### src/rtl/rv32v_types_pkg.sv
// Shared RV32V lane types: operand sign kind, divider FSM states,
// divider result-select constants and the iteration-count helper.
package rv32v_types_pkg;

   typedef enum logic {
      SIGN_UNSIGNED = 1'b0,
      SIGN_SIGNED   = 1'b1
   } sign_type_t;

   typedef enum logic [1:0] {
      IDLE = 2'd0,
      CALC = 2'd1,
      FIN  = 2'd2
   } div_state_t;

   localparam logic DIV_QUOTIENT  = 1'b0;
   localparam logic DIV_REMAINDER = 1'b1;

   // One restoring iteration retires bits_per_cycle quotient bits.
   function automatic int div_iters(input int width, input int bits_per_cycle);
      return width / bits_per_cycle;
   endfunction

endpackage

### src/rtl/rv32v_div_step.sv
// Combinational restoring divide step: retires BITS_PER_CYCLE quotient bits
// by shifting the dividend/quotient register into the partial remainder.
module rv32v_div_step #(
   parameter int WIDTH          = 32,
   parameter int BITS_PER_CYCLE = 1
) (
   input  logic [WIDTH-1:0] i_rem,
   input  logic [WIDTH-1:0] i_quo,
   input  logic [WIDTH-1:0] i_dsr,
   output logic [WIDTH-1:0] o_rem,
   output logic [WIDTH-1:0] o_quo
);

   always_comb begin : step
      logic [WIDTH:0]   w_trial;
      logic [WIDTH-1:0] w_rem;
      logic [WIDTH-1:0] w_quo;
      w_rem   = i_rem;
      w_quo   = i_quo;
      w_trial = '0;
      // The partial remainder stays below the divisor, so the trial fits WIDTH+1 bits.
      for (int i = 0; i < BITS_PER_CYCLE; i++) begin
         w_trial = {w_rem, w_quo[WIDTH-1]};
         w_quo   = {w_quo[WIDTH-2:0], 1'b0};
         if (w_trial >= {1'b0, i_dsr}) begin
            w_trial  = w_trial - {1'b0, i_dsr};
            w_quo[0] = 1'b1;
         end
         w_rem = w_trial[WIDTH-1:0];
      end
      o_rem = w_rem;
      o_quo = w_quo;
   end

endmodule

### src/rtl/rv32v_divide_unit_param.sv
// Iterative RV32V lane divider (quotient/remainder, signed/unsigned, tagged).
// Define RV32V_DIV_ZERO_EXCEPTION_EN to flag divide-by-zero on exception_du.
module rv32v_divide_unit_param
   import rv32v_types_pkg::*;
#(
   parameter int WIDTH          = 32,
   parameter int BITS_PER_CYCLE = 1,
   parameter int TAG_W          = 5
) (
   input  logic             CLK,
   input  logic             nRST,
   input  logic [WIDTH-1:0] vs2_data,
   input  logic [WIDTH-1:0] vs1_data,
   input  logic             start_div,
   input  logic             div_type,
   input  logic             is_signed_div,
   input  logic [TAG_W-1:0] tag_in,
   input  logic             kill,
   output logic [WIDTH-1:0] wdata_du,
   output logic [TAG_W-1:0] tag_out,
   output logic             busy_du,
   output logic             done_du,
   output logic             exception_du
);

   localparam int N_ITER = div_iters(WIDTH, BITS_PER_CYCLE);
   localparam int CNT_W  = $clog2(N_ITER) + 1;
   localparam logic [WIDTH-1:0] MIN_VAL = {1'b1, {(WIDTH-1){1'b0}}};

   div_state_t       r_state;
   logic [CNT_W-1:0] r_cnt;
   logic [WIDTH-1:0] r_rem;
   logic [WIDTH-1:0] r_quo;
   logic [WIDTH-1:0] r_dsr;
   logic             r_q_neg;
   logic             r_r_neg;
   logic             r_type;
   logic [TAG_W-1:0] r_tag;
   logic [WIDTH-1:0] r_wdata;
   logic [TAG_W-1:0] r_tag_out;
   logic             r_done;
`ifdef RV32V_DIV_ZERO_EXCEPTION_EN
   logic             r_exc;
`endif

   sign_type_t       w_sign;
   logic             w_a_neg;
   logic             w_b_neg;
   logic [WIDTH-1:0] w_abs_a;
   logic [WIDTH-1:0] w_abs_b;
   logic             w_div_zero;
   logic             w_ovf;
   logic [WIDTH-1:0] w_special;
   logic [WIDTH-1:0] w_rem_nxt;
   logic [WIDTH-1:0] w_quo_nxt;
   logic [WIDTH-1:0] w_q_fix;
   logic [WIDTH-1:0] w_r_fix;
   logic [WIDTH-1:0] w_result;

   assign w_sign     = sign_type_t'(is_signed_div);
   assign w_a_neg    = (w_sign == SIGN_SIGNED) && vs2_data[WIDTH-1];
   assign w_b_neg    = (w_sign == SIGN_SIGNED) && vs1_data[WIDTH-1];
   assign w_abs_a    = w_a_neg ? -vs2_data : vs2_data;
   assign w_abs_b    = w_b_neg ? -vs1_data : vs1_data;
   assign w_div_zero = (vs1_data == '0);
   assign w_ovf      = (w_sign == SIGN_SIGNED) && (vs2_data == MIN_VAL) && (vs1_data == '1);

   // Divide-by-zero outranks overflow; both finish without iterating.
   always_comb begin
      w_special = '0;
      if (w_div_zero)
         w_special = (div_type == DIV_REMAINDER) ? vs2_data : '1;
      else
         w_special = (div_type == DIV_REMAINDER) ? '0 : vs2_data;
   end

   rv32v_div_step #(
      .WIDTH          (WIDTH),
      .BITS_PER_CYCLE (BITS_PER_CYCLE)
   ) u_step (
      .i_rem (r_rem),
      .i_quo (r_quo),
      .i_dsr (r_dsr),
      .o_rem (w_rem_nxt),
      .o_quo (w_quo_nxt)
   );

   assign w_q_fix  = r_q_neg ? -w_quo_nxt : w_quo_nxt;
   assign w_r_fix  = r_r_neg ? -w_rem_nxt : w_rem_nxt;
   assign w_result = (r_type == DIV_REMAINDER) ? w_r_fix : w_q_fix;

   always_ff @(posedge CLK or negedge nRST) begin
      if (!nRST) begin
         r_state   <= IDLE;
         r_cnt     <= '0;
         r_rem     <= '0;
         r_quo     <= '0;
         r_dsr     <= '0;
         r_q_neg   <= 1'b0;
         r_r_neg   <= 1'b0;
         r_type    <= 1'b0;
         r_tag     <= '0;
         r_wdata   <= '0;
         r_tag_out <= '0;
         r_done    <= 1'b0;
`ifdef RV32V_DIV_ZERO_EXCEPTION_EN
         r_exc     <= 1'b0;
`endif
      end else begin
         r_done <= 1'b0;
`ifdef RV32V_DIV_ZERO_EXCEPTION_EN
         r_exc  <= 1'b0;
`endif
         if (kill) begin
            r_state <= IDLE;
         end else begin
            case (r_state)
               // FIN is the done cycle; it accepts a new request like IDLE.
               IDLE, FIN: begin
                  if (start_div) begin
                     if (w_div_zero || w_ovf) begin
                        r_wdata   <= w_special;
                        r_tag_out <= tag_in;
                        r_done    <= 1'b1;
`ifdef RV32V_DIV_ZERO_EXCEPTION_EN
                        r_exc     <= w_div_zero;
`endif
                        r_state   <= FIN;
                     end else begin
                        r_rem   <= '0;
                        r_quo   <= w_abs_a;
                        r_dsr   <= w_abs_b;
                        r_q_neg <= w_a_neg ^ w_b_neg;
                        r_r_neg <= w_a_neg;
                        r_type  <= div_type;
                        r_tag   <= tag_in;
                        r_cnt   <= CNT_W'(N_ITER - 1);
                        r_state <= CALC;
                     end
                  end else begin
                     r_state <= IDLE;
                  end
               end
               CALC: begin
                  r_rem <= w_rem_nxt;
                  r_quo <= w_quo_nxt;
                  if (r_cnt == '0) begin
                     r_wdata   <= w_result;
                     r_tag_out <= r_tag;
                     r_done    <= 1'b1;
                     r_state   <= FIN;
                  end else begin
                     r_cnt <= r_cnt - 1'b1;
                  end
               end
               default: r_state <= IDLE;
            endcase
         end
      end
   end

   assign wdata_du = r_wdata;
   assign tag_out  = r_tag_out;
   assign done_du  = r_done;
   assign busy_du  = (r_state == CALC);
`ifdef RV32V_DIV_ZERO_EXCEPTION_EN
   assign exception_du = r_exc;
`else
   assign exception_du = 1'b0;
`endif

endmodule
### config.mk
export PLATFORM = sky130hd
export DESIGN_NAME = rv32v_divide_unit_param
export DESIGN_NICKNAME = d
export VERILOG_FILES = /design/src/rtl/rv32v_types_pkg.sv /design/src/rtl/rv32v_div_step.sv /design/src/rtl/rv32v_divide_unit_param.sv
export SDC_FILE = /design/constraint.sdc
export NUM_CORES = 1
export LEC_CHECK = 0
export CAP_MARGIN = 5
export CORE_MARGIN = 2
export CORE_UTILIZATION = 50
export CTS_CLUSTER_DIAMETER = 40
export DETAILED_ROUTE_END_ITERATION = 10
export DONT_BUFFER_PORTS = 1
export GPL_TIMING_DRIVEN = 0
export SETUP_SLACK_MARGIN = 0.15
export SYNTH_ARGS = -nofsm -noshare
export SYNTH_HDL_FRONTEND = slang
export SYNTH_SLANG_ARGS = --single-unit
### constraint.sdc
create_clock -name CLK -period 13.5 [get_ports CLK]
set_clock_uncertainty 0.1 [all_clocks]
set_input_delay 2.7 -clock CLK [delete_from_list [all_inputs] [get_ports CLK]]
set_output_delay 2.7 -clock CLK [all_outputs]
set_load 0.01 [all_outputs]
# Word-level counts from Yosys, hierarchy flattened
# Index checks and enable logic that the tools add are counted.
# W data, S select, Z words.
# op_classes
n_addsub	6
bitwise	3
order_cmp	1
n_reduce_logical	14
n_mux	38
n_eq_ne	10
# ops
op	n
$mux W32	16
$pmux W32 S2	3
$neg A32 Y32	4
$eq A32 B32 Y1 const B	2
$ge A33 B32 Y1	1
$logic_not A32 Y1	1
$sub A32 B32 Y32	1
$mux W6	3
$mux W5	3
$pmux W6 S2	1
$pmux W5 S2	1
$reduce_and A5 Y1	2
$mux W2	4
$ne A2 B2 Y1 const B	4
$reduce_and A4 Y1	2
$logic_not A6 Y1	1
$sub A6 B1 Y6 const B	1
$mux W1	5
$logic_and A1 B1 Y1	4
$pmux W2 S2	1
$ne A3 B2 Y1 const B	1
$eq A2 B1 Y1 const B	1
$eq A2 B2 Y1 const B	1
$logic_not A2 Y1	1
other kinds (7)	8
# word_totals
register_bits	150
out_inout_bits	40
wordCells	84

# Logic depth before layout (Yosys ltp)
# Gate-level depths: netlist (run 1).
# logic_depth
ltp_word	8
ltp_mapped	25
ltp_nobuf	20

# By module
# Synthesis (run 1) repeated with hierarchy kept, for this count alone.
# unflattened
hier_cells	1525
area_unflattened_um2	12230.5
# by_module_without_submodules
mod	n_inst	cells_each	area_each_um2
rv32v_divide_unit_param	1	1164	9606.7
rv32v_div_step	1	361	2623.8

# Worst setup path before layout (run 1)
# No wires, ideal clock.
# synth_timing
path_type	input -> register
start	in vs2_data[7]
end	reg r_wdata[22] (netlist: wdata_du[22])
cell_stages	12
arrival_ns	5.542
required_time_ns	13.277
path_buffers	1
setup_time_ns	0.123
path_slack_ns	7.735
path_cell_list	or4_1 nor4_1 nand4b_1 nor4_2 nand2_1 o32ai_1 nand2_1 and2_1 clkbuf_1 or3_1 mux2i_1 nor3_1
# synth_via
elab_chain_len	6
# synth_lines
item	line_no	rtl
from (decl)	rv32v_divide_unit_param.sv:12	input logic [WIDTH-1:0] vs2_data,
$eq A32 B32 Y1	rv32v_divide_unit_param.sv:66	assign w_ovf = (w_sign == SIGN_SIGNED) && (vs2_data == MIN_VAL) && (vs1_data == '1);
$logic_and A1 B1 Y1 (2 in a row)	rv32v_divide_unit_param.sv:66	
$logic_or A1 B1 Y1	rv32v_divide_unit_param.sv:121	if (w_div_zero || w_ovf) begin
$ne A2 B2 Y1 (no line)	--	
$reduce_and A5 Y1 (no line)	--	
to (signal assigned)	rv32v_divide_unit_param.sv:122	r_wdata <= w_special;
to (signal assigned)	rv32v_divide_unit_param.sv:148	r_wdata <= w_result;
to (decl)	rv32v_divide_unit_param.sv:39	logic [WIDTH-1:0] r_wdata;
# Every way passes these cells.
# A chain may end at the register's enable or synchronous reset.

# Worst setup path in the final report (run 1)
# layout_timing
start	reg r_rem[14]
end	reg r_wdata[26] (netlist: wdata_du[26])
# layout_via
elab_chain_len	7
word_cells_on_any_way	11
cone_classes	add/sub (3); order compare (1); mux (7)
# layout_lines
item	line_no	rtl
from (decl)	rv32v_divide_unit_param.sv:32	logic [WIDTH-1:0] r_rem;
from (signal assigned)	rv32v_divide_unit_param.sv:145	r_rem <= w_rem_nxt;
$sub A32 B32 Y32 or $ge A33 B32 Y1 (tied branches)	rv32v_div_step.sv:26, rv32v_div_step.sv:25	
$mux W32 or $mux W1 (tied branches)	rv32v_div_step.sv:25	if (w_trial >= {1'b0, i_dsr}) begin
$neg A32 Y32, on equally long branches	rv32v_divide_unit_param.sv:89, rv32v_divide_unit_param.sv:88	
$mux W32, on equally long branches	rv32v_divide_unit_param.sv:89, rv32v_divide_unit_param.sv:88	
$mux W32 *	rv32v_divide_unit_param.sv:90	assign w_result = (r_type == DIV_REMAINDER) ? w_r_fix : w_q_fix;
$mux W32 *	rv32v_divide_unit_param.sv:147	if (r_cnt == '0) begin
$pmux W32 S2 *	rv32v_divide_unit_param.sv:117	case (r_state)
# Mark *: on every way between the ends. The rest lies on a longest branch, timed or not. The select of a mux whose other input is x is not followed.

==> impl_metrics.py, run 1 <==
metrics = {
    "run_status": {
        "status": "finished clean",
    },
    "global_routing": {
        "grt_usage_pct": 35.5,
        "grt.busiest_layer": "met2",
        "grt_use_met2_pct": 52.6,
        "met1_usage_pct": 50.6,
        "grt_pass1_vias": 12000,
        "grt.met3_usage_pct": 9.45,
        "grt-ovfl-total": 0,
        "grt_max_degree": 151,
        "grt_pass1_wl_mm": 70.3,
        "antenna_found_initial": 1,
    },
    "final_layout": {
        "drive_above_1_share_pct": 5.39,
        "fin_nets": 1771,
        "syn_to_final_growth_pct": 7.67,
        "antennaDiodeCount": 0,
        "mostFrequentLayoutCells": "nand2_1, o21ai_0, dfrtp_1, a21oi_1, nor2_1",
        "final_common_cell": "nand2_1",
        "instances_no_fill": 1993,
    },
    "clock_network": {
        "cts_sinks": 150,
        "insertion_delay_ns": 0.44,
        "hold_buffers": 0,
        "cts_tree": "yes",
        "clk_pin_slew_ns": 0.07,
        "numCtsBuffers": 17,
        "clock_path_buffers": 2,
        "cts_root_buf": "clkbuf_16",
        "cts_resized": 0,
        "post_cts_buffers": 0,
        "cts_max_level": 4,
    },
    "min_path": {
        "hold_end": "r_tag[3]",
        "hp-start": "r_tag[3]",
        "whs_path_depth": 1,
        "hold_class": "flop to flop",
    },
    "floorplan": {
        "rows": 57,
        "start_util_pct": 51.2,
        "die-area_sq_um": 26300,
        "dieHeight_um": 162,
        "num_io_pins": 115,
        "die_w_um": 162,
        "fp.coreArea_sq_um": 24500,
    },
    "synth": {
        "async_flop_share_pct": 100,
        "synth.distinct_cells": 89,
        "synth-simple-area-share_pct": 22.3,
        "syn_area_per_cell_sq_um": 7.65,
        "synth_compound_area_share_pct": 26.6,
        "synth-edff-count": 0,
        "synth_area_sq_um": 12500,
        "synth_top_family_by_area": "compound AO/OA/AOI/OAI gates",
        "synthCells": 1637,
        "synth_warnings": 0,
        "muxShareOfSynthArea_pct": 2.89,
        "synth_nets": 1752,
        "synth_xor_area_share_pct": 8.61,
        "ys_seq_elements": 150,
        "synthTopCellsByArea": "dfrtp_1, o21ai_0, nand2_1",
        "synth_adder_area_share_pct": 4.06,
        "yosysTopAreaCellShare_pct": 30.0,
        "synth_ff_type": "dfrtp_1",
        "yosysTopAreaCell": "dfrtp_1",
        "seq_area_frac_synth_pct": 30.0,
    },
    "pwr": {
        "power.density_nw_per_um2": 115,
        "vdd_drop_max_mv": 0.0811,
        "power_switching_mw": 0.633,
        "p_sw_share_pct": 40.8,
        "leakagePower_nw": 5.59,
        "power_mw": 1.55,
        "clkPwrFrac_pct": 30.0,
        "seq_power_share_pct": 35.4,
        "intPower_mw": 0.921,
        "p_comb_share_pct": 34.6,
    },
    "setup_path": {
        "reg2reg_to": "wdata_du[26]",
        "worstPathArrival_ns": 8.20,
        "critical_path_class": "flop to flop",
        "endpoint_kind": "flop",
        "cp_max_fo": 10,
        "worstPathRequired_ns": 13.72,
        "rr_startpoint": "r_rem[14]",
        "reg2reg_depth": 22,
        "reg2reg_slack_ns": 5.53,
        "crit_path_start_kind": "flop",
    },
    "place": {
        "numPortBuffers": 0,
        "hpwlAfterDp_mm": 37.2,
        "gp_congestion": 0.995,
        "dp_cells": 1961,
    },
    "timing": {
        "rsz0062_at_grt": "no",
        "fmax_mhz": 125,
        "post-route-period-util_pct": 59.1,
        "tightestPinTransition_ns": 0.932,
        "relSlewSlack_pct": 37.0,
        "final.min_clock_period_ns": 7.97,
        "hold_viol_final": 0,
        "setup_violations": 0,
        "holdWs_ns": 0.410,
        "slew_viol_final": 0,
        "fin_tns_setup_ns": 0,
    },
    "drt": {
        "wl_mm": 47.1,
        "routedWlPerCell_um": 23.7,
        "avgViaCountPerCell": 6.43,
        "drtIter0Drc": 1312,
        "post-route-drc-count": 0,
        "vias": 12800,
        "ant_nets": 0,
        "firstDrtPassIters": 6,
    },
    "run": {
        "max_cap_violations": 0,
    },
}
-- layout make-up --
class / count / area [sq um]
clock inverters: 14 / 118
flip-flops and latches: 150 / 3750
clock buffers: 18 / 429
inverters: 74 / 278
well taps: 324 / 405
multi-input cells: 1315 / 8080
fillers: 2428 / 11000
plain buffers: 98 / 414
-- sequential cells by signal (all words and copies together), names as in the netlist --
register / count
done_du: 1
r_cnt: 6
r_dsr: 32
r_q_neg: 1
r_quo: 32
r_r_neg: 1
r_rem: 32
r_state: 2
r_tag: 5
r_type: 1
tag_out: 5
wdata_du: 32
-- worst max path at each step --
| stage | cells past startpoint | to | slack, ns | startpoint |
|---|---|---|---|---|
| finish | 22 | wdata_du[26] | 5.53 | r_rem[14] |
| global placement | 22 | wdata_du[26] | 6.08 | r_rem[14] |
| CTS | 22 | wdata_du[26] | 5.97 | r_rem[14] |
| global route | 22 | wdata_du[26] | 5.32 | r_dsr[26] |
| floorplan | 12 | wdata_du[22] | 7.73 | vs2_data[7] |
| detailed placement | 22 | wdata_du[26] | 6.01 | r_rem[14] |
-- per-layer routing --
metal	vias to the layer above	wire length (um)
met5	-	0
met2	615	20000
met1	6166	20900
li1	5950	-
met3	76	4940
met4	0	1310
-- synthesized netlist by cell type (17+ instances only) --
| library cell | instances |
|---|---|
| a21oi_1 | 137 |
| a31oi_1 | 28 |
| and3_1 | 19 |
| clkbuf_1 | 77 |
| dfrtp_1 | 150 |
| ha_1 | 39 |
| inv_1 | 71 |
| mux2i_1 | 26 |
| nand2_1 | 210 |
| nand3_1 | 29 |
| nand4_1 | 26 |
| nor2_1 | 131 |
| nor3_1 | 39 |
| nor4_1 | 17 |
| o211ai_1 | 23 |
| o21ai_0 | 192 |
| o31ai_1 | 31 |
| or3_1 | 31 |
| xnor2_1 | 53 |
| xor2_1 | 70 |
-- cells by family (layout without fill, tap and decap cells) --
logic type      Yosys count  after routing
compound gates          534            534
xor+xnor                123            123
mux                      35             35
fa+ha+maj                40             40
flops                   150            150
simple gates            582            582
other cells               1              1
buf+inv                 172            204
-- power groups by stage --
stage / clock [mW] / combinational, mW / sequential (mW)
3_5_place_dp: 0 / 0.519 / 0.556
2_1_floorplan: 0 / 0.379 / 0.538
6_report: 0.466 / 0.538 / 0.550
3_3_place_gp: 0 / 0.514 / 0.554
5_1_grt: 0.481 / 0.586 / 0.556
4_1_cts: 0.464 / 0.522 / 0.547
-- worst max-delay path, stage by stage, from the launching register on --
cell and delay [ns]:
dfrtp_1 0.50, ha_1 0.35, clkbuf_1 0.34, nand3_1 0.24, a2111o_1 0.52, a311oi_4 0.68
or2_4 0.27, buf_4 0.19, buf_4 0.21, buf_4 0.24, buf_2 0.35, nand2_1 0.08
o21ai_0 0.29, ha_1 0.32, nand2_1 0.06, a2111oi_0 0.58, o2111ai_1 0.29, o41ai_2 0.74
o2111ai_1 0.35, o41ai_2 0.40, xor2_1 0.34, a211oi_1 0.13, a311oi_1 0.25
-- stage by stage --
step | utilization, % | setup slack [ns] | cell area (sq um)
after detailed placement | 52.9 | 6.01 | 12900
final | 55.1 | 5.53 | 13500
after CTS | 55.1 | 5.97 | 13500
after global placement | 52.8 | 6.08 | 12900
after global routing | 55.1 | 5.32 | 13500
after floorplan | - | 7.73 | 12500
Note: power is estimated with default switching activity, not from simulation.
==> run 2: changes to the inputs <==
Settings changed: PLACE_DENSITY set to 0.68.
Clock period 13.5 ns to 6.76 ns, I/O delays scaled along.
==> run 2 against run 1 <==
Against the previous run: design area grew 1.8%; sequential power grew 100%; register-to-register slack lost 5.2 ns; global-route usage grew 0.79 points; non-clock buffer count grew 2; critical path depth grew 2; clock-buffer cell count is the same; critical endpoint unchanged; routed wire length grew 0.85%; utilization grew 0.98 points; worst hold slack is essentially flat.
==> impl_metrics.py, run 2 (same netlist as run 1, synthesis figures left out) <==
metrics = {
    "clock_network": {
        "cts_root_buf": "clkbuf_16",
        "numCtsBuffers": 17,
        "cts_sinks": 150,
        "insertion_delay_ns": 0.44,
        "hold_buffers": 0,
        "clk_pin_slew_ns": 0.08,
        "cts_max_level": 4,
        "cts_tree": "yes",
        "clock_path_buffers": 2,
    },
    "final_layout": {
        "mostFrequentLayoutCells": "nand2_1, o21ai_0, dfrtp_1, a21oi_1, nor2_1",
        "postLayoutCoreUtil_pct": 56.1,
        "fillCellCount": 2302,
        "fin_area_sq_um": 13700,
        "final_common_cell": "nand2_1",
        "syn_to_final_growth_pct": 9.58,
        "multi_input_area_sq_um": 8190,
        "antennaDiodeCount": 0,
        "regArea_sq_um": 3750,
        "drive_above_1_share_pct": 7.06,
        "fin_nets": 1773,
        "instances_no_fill": 1995,
    },
    "setup_path": {
        "critPathLaunch": "r_rem[6]",
        "worstPathRequired_ns": 6.99,
        "reg2reg_depth": 24,
        "rr_startpoint": "r_rem[6]",
        "worstPathArrival_ns": 6.62,
        "crit_path_start_kind": "flop",
        "path_depth": 24,
        "cp_top_family": "compound AO/OA/AOI/OAI gates",
        "path_buf_inv": 7,
        "max_stage_delay_ns": 0.51,
        "slowest_stage": "dfrtp_1",
        "crit_chain": "ha_1, buf_2, nand2_1, a2111o_1, a311oi_4, or2_4, buf_4, buf_6, buf_6, buf_8, nand2_1, o21ai_4, ha_2, inv_1, or2_2, or3_1, or4_1, o41ai_4, buf_4, o2111ai_1, o41ai_2, xor2_1, a211oi_1, a311oi_1",
        "crit_end": "wdata_du[26]",
        "reg2reg_to": "wdata_du[26]",
        "endpoint_kind": "flop",
        "cp_max_fo": 10,
        "critical_path_class": "flop to flop",
        "reg2reg_slack_ns": 0.37,
    },
    "pwr": {
        "power_mw": 3.26,
        "p_comb_share_pct": 34.0,
        "p_sw_share_pct": 39.2,
        "power.density_nw_per_um2": 238,
        "leakagePower_nw": 5.69,
        "clkPwrFrac_pct": 32.4,
        "power_switching_mw": 1.28,
        "intPower_mw": 1.98,
        "vdd_drop_max_mv": 0.154,
        "seq_power_share_pct": 33.6,
    },
    "global_routing": {
        "grt_pass1_wl_mm": 72.8,
        "antenna_found_initial": 1,
        "grt-ovfl-total": 0,
        "grt_pass1_vias": 12100,
        "grt_usage_pct": 36.3,
        "grt_max_degree": 151,
    },
    "drt": {
        "avgViaCountPerCell": 6.52,
        "wl_met2_mm": 20.3,
        "drt-met1-wl_mm": 21.1,
        "firstDrtPassIters": 8,
        "routedWlPerCell_um": 23.8,
        "met3_length_mm": 4.70,
        "routed.top_layer": "met4",
        "vias": 13000,
        "wl_mm": 47.5,
        "ant_nets": 0,
        "post-route-drc-count": 0,
        "drtIter0Drc": 1356,
    },
    "run_status": {
        "status": "finished clean",
    },
    "place": {
        "numPortBuffers": 0,
        "dp_cells": 1962,
        "gp_congestion": 1.02,
        "placed_cell_area_sq_um": 12900,
        "hpwlAfterDp_mm": 37.0,
    },
    "timing": {
        "tightestPinTransition_ns": 0.983,
        "fmax_mhz": 157,
        "rsz0062_at_grt": "no",
        "slew_viol_final": 0,
        "hold_viol_final": 0,
        "final.min_clock_period_ns": 6.39,
        "post-route-period-util_pct": 94.5,
        "setup_violations": 0,
        "fin_tns_setup_ns": 0,
        "relSlewSlack_pct": 33.8,
    },
    "floorplan": {
        "die_w_um": 162,
        "rows": 57,
        "start_util_pct": 51.2,
        "dieHeight_um": 162,
        "die-area_sq_um": 26300,
        "num_io_pins": 115,
        "fp.coreArea_sq_um": 24500,
    },
    "run": {
        "max_cap_violations": 0,
    },
    "min_path": {
        "hold_class": "flop to flop",
        "whs_path_depth": 1,
    },
}
[run 2: worst min path at each step]
stage | start | end
finish | r_tag[0] | r_tag[0]
global placement | r_tag[2] | r_tag[2]
floorplan | r_rem[31] | r_rem[31]
CTS | r_tag[0] | r_tag[0]
global route | r_tag[2] | r_tag[2]
detailed placement | r_tag[0] | r_tag[0]
[run 2: area by class of cell]
cell class / count / area share, %
Multi-Input combinational cell: 1315 / 59.7
Clock buffer: 18 / 3.20
Inverter: 74 / 2.03
Tap cell: 324 / 2.96
Sequential cell: 150 / 27.4
Buffer: 97 / 3.22
Timing Repair Buffer: 3 / 0.164
Clock inverter: 14 / 1.36
[run 2: per-layer routing]
layer	vias to the layer above	GRT usage (%)
met4	0	12.3
met3	90	6.87
li1	5961	-
met5	-	0
met1	6265	53.7
met2	691	53.0
[run 2: through the flow]
| stage | hold WS, ns | setup WS (ns) |
|---|---|---|
| after floorplan | 0.360 | 1.19 |
| final | 0.409 | 0.370 |
| after CTS | 0.411 | 0.178 |
| after global routing | 0.430 | 0.167 |
| after global placement | 0.389 | -0.718 |
| after detailed placement | 0.395 | -0.743 |
[run 2: power groups by stage]
stage	logic [mW]	clock network (mW)	registers (mW)
final	1.11	1.06	1.10
after global routing	1.21	1.09	1.11
after CTS	1.05	1.06	1.09
after detailed placement	1.04	0	1.11
after global placement	1.03	0	1.10
after floorplan	0.756	0	1.07
[run 2: timing repair]
action | CTS | global route
setup buffers | 2 | 0
gates resized for setup | 7 | 43
pin swaps | 2 | 3
setup endpoints to repair | 7 | 5
